===== src/rtl/shift_add_multiplier_if.sv =====
// Handshake bundle for the shift-and-add multiplier: operand side and product side.
interface shift_add_multiplier_if #(parameter int WIDTH = 4);
   logic                 in_valid;
   logic                 in_ready;
   logic [WIDTH-1:0]     a;
   logic [WIDTH-1:0]     b;
   logic                 out_valid;
   logic                 out_ready;
   logic [2*WIDTH-1:0]   p;

   modport master (
      output in_valid, a, b, out_ready,
      input  in_ready, out_valid, p
   );

   modport slave (
      input  in_valid, a, b, out_ready,
      output in_ready, out_valid, p
   );
endinterface


===== src/rtl/shift_add_multiplier.sv =====
// Sequential unsigned multiplier: one add-and-shift step per clock, WIDTH steps per product,
// valid/ready handshakes on operand and product sides.
module shift_add_multiplier #(
   parameter int WIDTH = 4
) (
   input  logic                  clk,
   input  logic                  rst,
   shift_add_multiplier_if.slave bus,
   output logic                  busy
);
   localparam int CW = $clog2(WIDTH + 1);

   typedef enum logic [1:0] {IDLE, BUSY, DONE} state_t;

   state_t               state;
   state_t               state_nxt;
   logic [WIDTH-1:0]     m;
   logic [WIDTH-1:0]     mq;
   logic [WIDTH:0]       acc;
   logic [WIDTH:0]       sum;
   logic [CW-1:0]        cnt;
   logic [2*WIDTH-1:0]   p_r;
   logic                 last;

   assign last  = (cnt == CW'(WIDTH - 1));
   assign bus.p = p_r;

   always_ff @(posedge clk) begin
      if (rst) state <= IDLE;
      else     state <= state_nxt;
   end

   always_comb begin
      state_nxt     = state;
      bus.in_ready  = 1'b0;
      bus.out_valid = 1'b0;
      busy          = 1'b0;
      unique case (state)
         IDLE: begin
            bus.in_ready = 1'b1;
            if (bus.in_valid) state_nxt = BUSY;
         end
         BUSY: begin
            busy = 1'b1;
            if (last) state_nxt = DONE;
         end
         DONE: begin
            bus.out_valid = 1'b1;
            if (bus.out_ready) state_nxt = IDLE;
         end
         default: state_nxt = IDLE;
      endcase
   end

   always_comb begin
      sum = acc + (mq[0] ? {1'b0, m} : '0);
   end

   // The product is {sum, mq >> 1}: the post-shift {acc[WIDTH-1:0], mq} of the final step.
   always_ff @(posedge clk) begin
      if (rst) begin
         m   <= '0;
         mq  <= '0;
         acc <= '0;
         cnt <= '0;
         p_r <= '0;
      end else if (state == IDLE) begin
         if (bus.in_valid) begin
            m   <= bus.a;
            mq  <= bus.b;
            acc <= '0;
            cnt <= '0;
         end
      end else if (state == BUSY) begin
         {acc, mq} <= {1'b0, sum, mq[WIDTH-1:1]};
         cnt       <= cnt + 1'b1;
         if (last) p_r <= {sum, mq[WIDTH-1:1]};
      end
   end
endmodule

===== src/flat_wrapper.sv =====
// flat-port wrapper written by rule: the top's interface ports become plain ports
module shift_add_multiplier_flat 
#(
   parameter int WIDTH = 4
)
  (clk, rst, busy, bus_in_valid, bus_a, bus_b, bus_out_ready, bus_in_ready, bus_out_valid, bus_p);
  shift_add_multiplier_if #(.WIDTH(WIDTH)) bus_i ();
  input  logic clk;
  input  logic rst;
  output logic busy;
  input wire logic [$bits(bus_i.in_valid)-1:0] bus_in_valid;
  input wire logic [$bits(bus_i.a)-1:0] bus_a;
  input wire logic [$bits(bus_i.b)-1:0] bus_b;
  input wire logic [$bits(bus_i.out_ready)-1:0] bus_out_ready;
  output wire logic [$bits(bus_i.in_ready)-1:0] bus_in_ready;
  output wire logic [$bits(bus_i.out_valid)-1:0] bus_out_valid;
  output wire logic [$bits(bus_i.p)-1:0] bus_p;
  assign bus_i.in_valid = bus_in_valid;
  assign bus_i.a = bus_a;
  assign bus_i.b = bus_b;
  assign bus_i.out_ready = bus_out_ready;
  assign bus_in_ready = bus_i.in_ready;
  assign bus_out_valid = bus_i.out_valid;
  assign bus_p = bus_i.p;
  shift_add_multiplier #(.WIDTH(WIDTH)) u_core (.clk(clk), .rst(rst), .bus(bus_i), .busy(busy));
endmodule

===== config.mk =====
export PLATFORM = sky130hd
export DESIGN_NAME = shift_add_multiplier_flat
export DESIGN_NICKNAME = d
export VERILOG_FILES = /design/src/rtl/shift_add_multiplier_if.sv /design/src/rtl/shift_add_multiplier.sv /design/src/flat_wrapper.sv
export SDC_FILE = /design/constraint.sdc
export NUM_CORES = 1
export LEC_CHECK = 0
export CORE_ASPECT_RATIO = 1.5
export CORE_MARGIN = 1.5
export CORE_UTILIZATION = 54
export CTS_CLUSTER_DIAMETER = 80
export DETAILED_ROUTE_END_ITERATION = 8
export PLACE_DENSITY = 0.82
export SLEW_MARGIN = 20
export SYNTH_ARGS = -nofsm -noshare
export SYNTH_HDL_FRONTEND = slang
export SYNTH_SLANG_ARGS = --single-unit

===== constraint.sdc =====
create_clock -name clk -period 2.7 [get_ports clk]
set_clock_uncertainty 0.05 [all_clocks]
set_input_delay 0.54 -clock clk [delete_from_list [all_inputs] [get_ports clk]]
set_output_delay 0.54 -clock clk [all_outputs]
set_load 0.005 [all_outputs]

# --- After elaboration in Yosys (flattened, before gate mapping) ---
# Index checks and enable logic that the tools add are counted.
word_totals:
  latch_bits: 0
  out_inout_bits: 11
  mem_bits_ro: 0
  in_bits: 12
  memories: 0
  regBits: 26
  word_cells: 38
  mem_bits_rw: 0
op_classes:
  n_lt_le_gt_ge: 0
  bitwise: 1
  n_eq_ne: 6
  div: 0
  shift: 0
  n_addsub: 2
  multipliers: 0
  mux: 17
  n_reduce_logical: 6
op_table:
  columns: ["operator", "count"]
  rows:
  - ["$mux W4", 4]
  - ["$mux W5", 3]
  - ["$mux W3", 3]
  - ["$mux W2", 3]
  - ["$pmux W2 S3", 1]
  - ["$reduce_and A3 Y1", 2]
  - ["$add A5 B5 Y5", 1]
  - ["$ne A2 B2 Y1 const B", 2]
  - ["$reduce_and A2 Y1", 2]
  - ["$add A3 B1 Y3 const B", 1]
  - ["$eq A3 B2 Y1 const B", 1]
  - ["$mux W1", 3]
  - ["$eq A2 B1 Y1 const B", 1]
  - ["$eq A2 B2 Y1 const B", 1]
  - ["$logic_not A2 Y1", 1]
  - ["$ne A2 B1 Y1 const B", 1]
  - ["$reduce_bool A2 Y1", 1]
  - ["$not A1 Y1", 1]

# --- Depth between registers and ports, before layout ---
logic_depth:
  depth_word: 4
  mapped_depth: 6

# --- Least setup slack after synthesis ---
# No wires, ideal clock.
synth_path:
  path_kind: "flip-flop to flip-flop"
  from: "reg u_core.mq[0]"
  to: "reg u_core.p_r[7], in the netlist u_core.bus.p[7]"
  required_ps: 2516
  slack_ps: 1037
  t_arrival_ps: 1479
  stages_incl_launch_ff: 7
  synth_period_minus_slack_ps: 1663
  cell_sequence: "dfxtp_1 > and2_1 > ha_1 > fa_1 > a21o_1 > a21oi_1 > a211oi_2"
synth_between:
  elab_chain_cells: 2
synth_rtl:
  columns: ["item", "line_no", "text"]
  rows:
  - ["start, declared", "shift_add_multiplier.sv:18", "logic [WIDTH-1:0] mq;"]
  - ["start signal, assigned", "shift_add_multiplier.sv:70", "mq <= bus.b;"]
  - ["start signal, assigned", "shift_add_multiplier.sv:75", "{acc, mq} <= {1'b0, sum, mq[WIDTH-1:1]};"]
  - ["$mux W4", "shift_add_multiplier.sv:56", "sum = acc + (mq[0] ? {1'b0, m} : '0);"]
  - ["$add A5 B5 Y5", "shift_add_multiplier.sv:56", null]
  - ["end signal, assigned", "shift_add_multiplier.sv:77", "if (last) p_r <= {sum, mq[WIDTH-1:1]};"]
  - ["end, declared", "shift_add_multiplier.sv:22", "logic [2*WIDTH-1:0] p_r;"]
# No other way between the ends.
# A chain may end at the register's enable or synchronous reset.

# --- Worst setup path in the final report ---
layout_path:
  from: "reg u_core.state[0]"
  to: "out busy"
layout_between:
  elab_chain_cells: 2
layout_rtl:
  columns: ["item", "line_no", "text"]
  rows:
  - ["start, declared", "shift_add_multiplier.sv:15", "state_t state;"]
  - ["start signal, assigned", "shift_add_multiplier.sv:30", "else state <= state_nxt;"]
  - ["$eq A2 B1 Y1", "shift_add_multiplier.sv:38", "unique case (state)"]
  - ["$mux W1", "shift_add_multiplier.sv:38", null]
  - ["end, declared", "flat_wrapper.sv:10", "output logic busy;"]
# No other way between the ends.

==> results.md <==
* Most frequent cells in the layout: dfxtp_1 (25), clkdlybuf4s50_1 (22), nand2_1 (14)
* DR vias at 991
* Largest stage delay on the critical path at 0.68 ns
* Register-to-register setup slack at 0.91 ns
* Drt first pass iters at 4
* Share of cells above drive strength 1 at 0.0952
* Post-route ant nets at 0
* Post-detail-place hpwl at 1.90 mm
* Max Fclk at about 400 MHz
* Filler cells at approximately 190
* Overflow after GRT at 0
* First-pass GRT wire length at 4.23 mm
* Hold_ws at about 0.41 ns
* CP bufs+invs at 2
* Starting Density at 0.580
* Relative slew margins at 0.564
* Wire per inst at 14.5 um
* Placement Cell Area at 1420 um^2
* Crit Path Category: reg2out
* Worst setup SP type: flop
* RSZ-0062 raised after global routing: no
* Post-CTS sizing at 0
* GRT Util Overall at 0.221
* CTS tree: done
* Worst Hold Class: reg2reg
* Clock Path Buffers at 2
* Worst-path clk slew at 0.13 ns
* Worst r2r path cells at 6
* Setup Fix Bufs, Post-CTS at 0
* Status: finished clean
* I/O Buffers at 22
* PwrDens at 441 nW/um^2
* Initial antenna violation count at 0
* Clk_lat worst skew at around 0.32 ns
* Netlist Area Pre-Place at ~1200 um^2
* Critical Path End Type: output port
* Wirelength, routed at 2.45 mm
* WP data required at 2.11 ns
* Critical path's slowest cell: dfxtp_1
* Fin. Hold Viols at 0
* I/O Pins at 23
* Layout area overhead at 19.6%
* Tcrit/Tclk final at 0.923
* Setup violations, final at 0
* Syn_area_per_cell at 9.49 um^2
* Num CTS Buffers at 3
* Cells after Synth at 127
* Synth warn at 0
* TNS Setup at 0 ns
* Worst Tran Pin Value at between 0.6 and 0.7 ns
* Final Max Slew Viols at 0
* ANT cells at 0
* # rows at 20
* Period minus WS final at approximately 2.5 ns
* Htree depth at 1
* Commonest non-fill, non-tap cell in the layout: dfxtp_1
* Sequential fraction of the synthesis area at 0.415
* Register bit count reported by yosys at 25
* CORE AREA at 2080 um^2
* DRT iter0 DRCs at 14
* Worst reg2reg startpoint: u_core.mq[0]
* Die H at 60.9 um
* Crit path max-delay family: flip-flops
* Final Instance Area at 1440 um^2
* CTS root buffer: clkbuf_4
* Max-Cap Viols at 0
* Hold Buf Count CTS at 0
* Syn_nets at 146
* Vias in the first global route at 974
* Endpoint, Worst Hold: u_core.bus.p[2]
* Die area at 2530 um^2
* # clock sinks at 25
* Worst r2r dst: u_core.bus.p[7]
* Critical path arrival at 1.90 ns
* DRC viols at 0
* Leak Pwr at 0.000579 uW
* Largest net degree at the start of global routing at 21
* Worst Hold Depth at 2
* Final net count at 167
* CP max FO at 13
* Die W at a little over 40 um
* Hold path start: u_core.bus.p[2]
* Cells along the critical path: nand2b_1 > inv_2 > clkdlybuf4s50_1
* Vias/cell at 5.86
* Synth cell types at 37
* Peak VDD IR at 0.000281 V
* Final GP Congestion at approximately 0.76
## Yosys cell counts
cell / instances / area, um^2
dfxtp_1: 25 / 500
nand2_1: 14 / 52.6
nor2_1: 12 / 45.0
a21oi_1: 8 / 40.0
ha_1: 6 / 75.1
mux2i_1: 5 / 50.1
a311oi_1: 4 / 35.0
and2_1: 4 / 25.0
o21ai_0: 4 / 20.0
buf_2: 3 / 15.0
nand3_1: 3 / 15.0
nand3b_1: 3 / 22.5
nor2_2: 3 / 18.8
nor2b_1: 3 / 18.8
a2111o_1: 2 / 22.5
a211oi_2: 2 / 25.0
a22oi_1: 2 / 15.0
buf_6: 2 / 22.5
inv_1: 2 / 7.51
nand2b_1: 2 / 12.5
nand4_1: 2 / 12.5
a211oi_1: 1 / 7.51
a21o_1: 1 / 7.51
a2bb2oi_1: 1 / 8.76
and3b_1: 1 / 8.76
buf_1: 1 / 3.75
clkbuf_1: 1 / 3.75
fa_1: 1 / 20.0
inv_2: 1 / 3.75
nand3b_4: 1 / 20.0
nor3_1: 1 / 5.00
nor3b_4: 1 / 18.8
o21ba_2: 1 / 10.0
o21bai_2: 1 / 11.3
o2bb2ai_1: 1 / 8.76
o31ai_1: 1 / 7.51
xnor2_1: 1 / 8.76
## cell type report
class	count	area, um^2	area share
well taps	22	27.5	0.0191
multi-input cells	92	648	0.450
flip-flops and latches	25	500	0.347
repair buffers	23	228	0.158
inverters	3	11.3	0.00781
clock buffers	4	26.3	0.0182
## worst max path at each step
stage | cells after the start | to | startpoint | slack (ns)
floorplan | 6 | u_core.bus.p[7] | u_core.mq[0] | 1.04
global placement | 3 | busy | u_core.state[0] | 0.62
detailed placement | 3 | busy | u_core.state[0] | 0.58
CTS | 3 | busy | u_core.state[0] | 0.22
global route | 3 | busy | u_core.state[0] | 0.1
finish | 3 | busy | u_core.state[0] | 0.21
## registers in the layout, summed over array words and instances, names as in the netlist
register,cells
u_core.bus.p,8
u_core.acc,4
u_core.m,4
u_core.mq,4
u_core.cnt,3
u_core.state,2
## routing by layer
layer	vias up	wire, um	GRT usage
li1	488	-	-
met1	471	1040	0.236
met2	23	1260	0.415
met3	9	77	0.0238
met4	0	84	0.138
met5	-	0	0
## worst min-delay path: cells and delay by family (launching register included)
family | cells | cell delay (ns)
AOI/OAI and AO/OA | 1 | 0.05
DFF | 1 | 0.33
and+or+nand+nor | 1 | 0.05
## logic make-up after synthesis
kind of cell	count (synthesis)	synth area share
buf+inv	10	0.0467
flops	25	0.415
fa+ha+maj	7	0.0789
simple gates	50	0.228
compound gates	29	0.182
xor+xnor	1	0.00727
mux	5	0.0415
## through the flow
step,setup WS (ns),utilization,instances,power (uW)
floorplan,1.04,-,127,447
finish,0.208,0.694,169,635
global route,0.0983,0.694,169,663
detailed placement,0.583,0.681,165,478
CTS,0.216,0.694,169,638
global placement,0.622,0.681,165,474
## power by group
part	total (uW)	internal, uW	switching, uW	leakage (uW)
clock	165	57.8	107	0.0000150
combinational	75.6	40.1	35.5	0.000361
sequential	395	382	12.8	0.000204
No activity file was read; power rests on OpenSTA's default activity.
